`src/rtl/taglist_pkg.sv`:
```
// Shared definitions for the tag-list builder and sequencer: entry field
// positions, sequencer state encoding and error codes.
package taglist_pkg;

    // Tag-list entry layout: {unused, seq, first, last, end}
    localparam int SEQ_HI   = 27;
    localparam int SEQ_LO   = 21;
    localparam int FIRST_HI = 20;
    localparam int FIRST_LO = 11;
    localparam int LAST_HI  = 10;
    localparam int LAST_LO  = 1;
    localparam int END_BIT  = 0;

    typedef enum logic [2:0] {
        ST_IDLE  = 3'd0,
        ST_FETCH = 3'd1,
        ST_WAIT  = 3'd2,
        ST_CHECK = 3'd3,
        ST_PLAY  = 3'd4,
        ST_DONE  = 3'd5,
        ST_ERR   = 3'd6
    } seq_state_e;

    localparam logic [1:0] ERR_NONE         = 2'd0;
    localparam logic [1:0] ERR_NOT_READY    = 2'd1;
    localparam logic [1:0] ERR_SEQ_MISMATCH = 2'd2;
    localparam logic [1:0] ERR_BAD_RANGE    = 2'd3;

endpackage

```
`src/rtl/taglist_entry_decode.sv`:
```
// Combinational split of a tag-list entry into its fields plus the
// sequence-number and address-range sanity checks.
module taglist_entry_decode
    import taglist_pkg::*;
#(
    parameter int ADDR_W = 10,
    parameter int SEQ_W  = 7,
    parameter int DATA_W = 32
) (
    input  logic [DATA_W-1:0] entry,
    input  logic [SEQ_W-1:0]  seq,
    output logic [ADDR_W-1:0] first,
    output logic [ADDR_W-1:0] last,
    output logic              end_flag,
    output logic              seq_ok,
    output logic              range_ok
);

    // Bits above the sequence field carry nothing for playback
    logic unused_high_bits;
    assign unused_high_bits = ^entry[DATA_W-1:SEQ_HI+1];

    assign first    = entry[FIRST_HI:FIRST_LO];
    assign last     = entry[LAST_HI:LAST_LO];
    assign end_flag = entry[END_BIT];
    assign seq_ok   = (entry[SEQ_HI:SEQ_LO] == seq);
    assign range_ok = (first <= last);

endmodule

```
`src/rtl/taglist_sequencer.sv`:
```
// Playback controller: fetches one tag-list entry, validates it and then
// steps the ROM address from first to last, one address per handshake.
module taglist_sequencer
    import taglist_pkg::*;
#(
    parameter int ADDR_W = 10,
    parameter int SEQ_W  = 7,
    parameter int DATA_W = 32,
    parameter int RD_LAT = 1
) (
    input  logic              clk_1KHz,
    input  logic              reset,
    input  logic              tl_done,
    input  logic              start,
    input  logic [SEQ_W-1:0]  seq_sel,
    input  logic              abort,
    output logic              ram_rd_en,
    output logic [SEQ_W-1:0]  ram_rd_addr,
    input  logic [DATA_W-1:0] ram_rd_data,
    output logic [ADDR_W-1:0] rom_addr,
    output logic              rom_valid,
    input  logic              rom_ready,
    output logic              rom_last,
    output logic              end_flag,
    output logic              busy,
    output logic              done,
    output logic              err,
    output logic [1:0]        err_code
);

    seq_state_e        state_q, state_d;
    logic [SEQ_W-1:0]  seq_q, seq_d;
    logic [DATA_W-1:0] entry_q, entry_d;
    logic [ADDR_W-1:0] cur_q, cur_d;
    logic              end_q, end_d;
    logic [1:0]        code_q, code_d;
    logic [1:0]        wait_q, wait_d;

    logic [ADDR_W-1:0] dec_first, dec_last;
    logic              dec_end, dec_seq_ok, dec_range_ok;
    logic              is_busy;

    taglist_entry_decode #(
        .ADDR_W (ADDR_W),
        .SEQ_W  (SEQ_W),
        .DATA_W (DATA_W)
    ) u_decode (
        .entry    (entry_q),
        .seq      (seq_q),
        .first    (dec_first),
        .last     (dec_last),
        .end_flag (dec_end),
        .seq_ok   (dec_seq_ok),
        .range_ok (dec_range_ok)
    );

    assign is_busy = (state_q != ST_IDLE) && (state_q != ST_ERR);

    // State and datapath registers; asynchronous reset returns everything to idle
    always_ff @(posedge clk_1KHz or negedge reset) begin
        if (!reset) begin
            state_q <= ST_IDLE;
            seq_q   <= '0;
            entry_q <= '0;
            cur_q   <= '0;
            end_q   <= 1'b0;
            code_q  <= ERR_NONE;
            wait_q  <= '0;
        end else begin
            state_q <= state_d;
            seq_q   <= seq_d;
            entry_q <= entry_d;
            cur_q   <= cur_d;
            end_q   <= end_d;
            code_q  <= code_d;
            wait_q  <= wait_d;
        end
    end

    // Next-state logic; abort overrides everything while busy, and a start
    // arriving with abort is dropped in the idle/error states
    always_comb begin
        state_d = state_q;
        seq_d   = seq_q;
        entry_d = entry_q;
        cur_d   = cur_q;
        end_d   = end_q;
        code_d  = code_q;
        wait_d  = wait_q;

        if (abort && is_busy) begin
            state_d = ST_IDLE;
        end else begin
            case (state_q)
                ST_IDLE, ST_ERR: begin
                    if (start && !abort) begin
                        if (!tl_done) begin
                            state_d = ST_ERR;
                            code_d  = ERR_NOT_READY;
                        end else begin
                            seq_d   = seq_sel;
                            code_d  = ERR_NONE;
                            state_d = ST_FETCH;
                        end
                    end
                end
                ST_FETCH: begin
                    wait_d  = '0;
                    state_d = ST_WAIT;
                end
                ST_WAIT: begin
                    // Read data lands on the final wait cycle
                    if (wait_q == 2'(RD_LAT - 1)) begin
                        entry_d = ram_rd_data;
                        state_d = ST_CHECK;
                    end else begin
                        wait_d = wait_q + 2'd1;
                    end
                end
                ST_CHECK: begin
                    if (!dec_seq_ok) begin
                        state_d = ST_ERR;
                        code_d  = ERR_SEQ_MISMATCH;
                    end else if (!dec_range_ok) begin
                        state_d = ST_ERR;
                        code_d  = ERR_BAD_RANGE;
                    end else begin
                        cur_d   = dec_first;
                        end_d   = dec_end;
                        state_d = ST_PLAY;
                    end
                end
                ST_PLAY: begin
                    // Stop on the last address rather than incrementing, so no wrap
                    if (rom_ready) begin
                        if (cur_q == dec_last) begin
                            state_d = ST_DONE;
                        end else begin
                            cur_d = cur_q + 1'b1;
                        end
                    end
                end
                ST_DONE: begin
                    state_d = ST_IDLE;
                end
                default: begin
                    state_d = ST_IDLE;
                end
            endcase
        end
    end

    assign ram_rd_en   = (state_q == ST_FETCH);
    assign ram_rd_addr = seq_q;
    assign rom_valid   = (state_q == ST_PLAY);
    assign rom_addr    = cur_q;
    assign rom_last    = (state_q == ST_PLAY) && (cur_q == dec_last);
    assign end_flag    = end_q;
    assign busy        = is_busy;
    assign done        = (state_q == ST_DONE);
    assign err         = (state_q == ST_ERR);
    assign err_code    = code_q;

endmodule

```
`config.mk`:
```
export PLATFORM = sky130hd
export DESIGN_NAME = taglist_sequencer
export DESIGN_NICKNAME = d
export VERILOG_FILES = /design/src/rtl/taglist_pkg.sv /design/src/rtl/taglist_entry_decode.sv /design/src/rtl/taglist_sequencer.sv
export SDC_FILE = /design/constraint.sdc
export NUM_CORES = 1
export LEC_CHECK = 0
export CORE_MARGIN = 10
export CORE_UTILIZATION = 50
export DETAILED_ROUTE_END_ITERATION = 10
export PLACE_DENSITY = 0.81
export SYNTH_ARGS = -nofsm -noshare
export SYNTH_HDL_FRONTEND = slang
export SYNTH_SLANG_ARGS = --single-unit
```
`constraint.sdc`:
```
create_clock -name clk_1KHz -period 2.9 [get_ports clk_1KHz]
set_clock_uncertainty 0.15 [all_clocks]
set_input_delay 0.29 -clock clk_1KHz [delete_from_list [all_inputs] [get_ports clk_1KHz]]
set_output_delay 0.29 -clock clk_1KHz [all_outputs]
set_load 0.02 [all_outputs]
```
==> metrics.md <==
| Metric | Value |
|---|---|
| Synth Net Count | 349 |
| CP required | 2.46 ns |
| Std-Cell Core Area | 5886 µm² |
| Initial antenna violation count | 0 |
| Cells after Synth | 292 |
| Diode count | 0 |
| Initial Util | 51.28% |
| Critical path class | flop to primary output |
| Most common cell in the netlist | dfrtp_1 |
| Post-synth top cells | dfrtp_1 (53), mux2_2 (37), nand2_1 (26) |
| DRC | 0 |
| Critical Path Source Type | flop |
| Num CTS Buffers | 5 |
| Synth cell types | 49 |
| First-pass GRT wire length | 12300 µm |
| Largest area contributor in the netlist | dfrtp_1 |
| Clock slew at reported path FFs | 0.10 ns |
| CTS max path bufs | 2 |
| TNS Setup | 0 ns |
| Rel. slew slack | 55.11% |
| Outcome | finished, final reports clean |
| Synthesized flop and latch total | 53 |
| PortBufs | 66 |
| Total Wirelength | 7341 µm |
| Period utilization | 91.51% |
| Max Clk Rate | 376.8 MHz |
| Htree depth | 2 |
| CTS tree | done |
| Post-Syn Area | 3018 µm² |
| Vias | 2502 |
| Int Pwr | 2447 µW |
| Yosys Warn Count | 0 |
| Number of global-route vias before repair | 2566 |
| Final instance area | 3830 µm² |
| Buffers inserted by post-CTS timing repair | 0 |
| CTS root buf | clkbuf_8 |
| Final Util | 65.07% |
| Register area | 1326 µm² |
| Share of layout cells above drive strength 1 | 15.97% |
| Nets | 413 |
| Multi-input gate area | 1535 µm² |
| Grt ovf | 0 |
| Synth async-reset ratio | 100.0% |
| Final Critical Period | 2.654 ns |
| I/O pin count | 71 |
| Fill count | 468 |
| R2r setup slk | 0.28 ns |
| Top cells by area, synth | dfrtp_1 (44%), mux2_2 (14%), ha_1 (5.0%) |
| Hold WC Path Type | primary input to async pin |
| Final Hold Fails | 0 |
| CP Data Arrival Time | 2.21 ns |
| Number of max-cap violations | 0 |
| Gate power share | 51.4% |
| Sequential share of the synthesized area | 43.95% |
| Area delta synth->final | 26.91% |
| RePlAce Congestion | 0.7938 |
| Die Ht | 97.69 µm |
| Flop pwr share | 36.8% |
| All-layer global routing usage | 15.25% |
| DR WL/cell | 16.99 µm |
| Post-synth EDFFs | 0 |
| Post-DP Area | 3709 µm² |
| Worst Setup End Kind | primary output |
| Die W | 97.69 µm |
| Final Slew Violations | 0 |
| Sw Ratio | 41.97% |
| Static Leak | 0.001602 µW |
| Post-CTS Resized | 0 |
| Slew of the pin with the lowest slew margin | 0.6725 ns |
| Final HPWL DP | 5678 µm |
| Peak VDD IR | 0.5303 mV |
| Largest net degree at the start of global routing | 34 |
| Die area | 9543 µm² |
| DRT iter0 DRCs | 202 |
| Syn_area_per_cell | 10.34 µm² |
| Core Rows | 28 |
| Clk Latency, worst-skew pair | 0.31 ns |
| Top-area cell type share of the netlist area | 43.95% |
| Via/cell ratio | 5.792 |
| Pwr/cell area | 1101 nW/µm² |
| Top FF cell, synth | dfrtp_1 |
| Crit path max fanout | 8 |
| Final setup viols | 0 |
| First-pass DRT Iterations | 4 |
| RSZ-0062 raised after global routing | no |
| Clock sink count | 53 |
| Switching pwr | 1769 µW |
| Clk pwr share | 11.9% |
| Post-route ant nets | 0 |
routing by layer:
metal	vias to the layer above	global-route usage, %	share of wire, %
met5	-	0	0
met4	0	5.034	1.8
met3	13	3.485	5.2
met2	78	25.65	51
met1	1242	18.65	42
li1	1169	-	-
stage by stage:
| step | hold WS, ns | power (µW) | cells | worst slack, ns |
|---|---|---|---|---|
| after global routing | 0.3525 | 4542 | 432 | 0.1467 |
| after detailed placement | 0.1194 | 3712 | 423 | 0.3090 |
| after global placement | 0.1163 | 3609 | 423 | 0.3901 |
| after floorplan | -0.1556 | 2966 | 292 | 0.5035 |
| after CTS | 0.3138 | 4233 | 432 | 0.2633 |
| final | 0.3041 | 4216 | 432 | 0.2463 |
timing repair:
action / in CTS / in global routing
endpoints found under the hold margin: 20 / 0
hold buffers: 1 / 0
endpoints found under the setup margin: 0 / 0
cells by family (layout without fill, tap and decap cells):
kind of cell | count (synthesis) | count (layout) | synth area share, %
simple gates | 76 | 76 | 13.02
flops | 53 | 53 | 43.95
mux | 39 | 39 | 14.47
compound gates | 62 | 62 | 13.18
buf+inv | 32 | 97 | 5.182
fa+ha+maj | 12 | 12 | 4.975
xor+xnor | 18 | 18 | 5.224
path summary, 6_finish.rpt:
check	start	to	depth (start not counted)
worst max-delay path	rom_addr[4]	rom_last	5
worst min-delay path	reset	rom_addr[1]	2
worst max register to register	entry_q[4]	end_flag	8
worst min register to register	wait_q[0]	wait_q[0]	2
max in group asynchronous	reset	rom_addr[0]	3
min in group clk_1KHz	wait_q[0]	wait_q[0]	2
registers in the layout (all words and copies together) (netlist names):
signal,flops
end_flag,1
entry_q,28
err_code,2
ram_rd_addr,7
rom_addr,10
state_q,3
wait_q,2
power groups by stage:
stage / Sequential, µW / Combinational (µW) / Clock, µW
2_1_floorplan: 1520 / 1450 / 0
3_3_place_gp: 1530 / 2080 / 0
3_5_place_dp: 1550 / 2160 / 0
4_1_cts: 1540 / 2180 / 513
5_1_grt: 1600 / 2400 / 538
6_report: 1550 / 2170 / 500
critical path: stages (launching register included):
cell             delay (ns)
dfrtp_1                0.52
xnor2_1                0.16
nand4_1                0.16
nor3_1                 0.28
and2_1                 0.18
clkdlybuf4s50_1        0.60
cell type report:
cell class	count	share of cell area (%)
well taps	75	2.450
inverters	18	1.764
multi-input cells	207	40.08
repair buffers	71	18.16
clock buffers	6	1.895
clock inverters	2	1.013
flip-flops and latches	53	34.63
layout by cell type (no fill, tap or decap), drive strengths merged, types with 2 or more instances in the layout:
| cell | Yosys | final |
|---|---|---|
| clkdlybuf4s50 | 0 | 65 |
| dfrtp | 53 | 53 |
| mux2 | 37 | 37 |
| nand2 | 26 | 26 |
| a21oi | 26 | 26 |
| inv | 18 | 18 |
| nor2 | 14 | 14 |
| o21ai | 12 | 12 |
| ha | 12 | 12 |
| xnor2 | 10 | 10 |
| xor2 | 8 | 8 |
| nor3 | 6 | 6 |
| nand4 | 6 | 6 |
| nand3 | 6 | 6 |
| clkbuf | 6 | 6 |
| buf | 8 | 5 |
| and3 | 4 | 4 |
| a31oi | 4 | 4 |
| nand2b | 4 | 4 |
| o22ai | 3 | 3 |
| and2 | 2 | 2 |
| a21o | 2 | 2 |
| o211ai | 2 | 2 |
| mux2i | 2 | 2 |
| o221ai | 2 | 2 |
| a211oi | 2 | 2 |
| nor3b | 2 | 2 |
(Power assumes the default switching activity.)
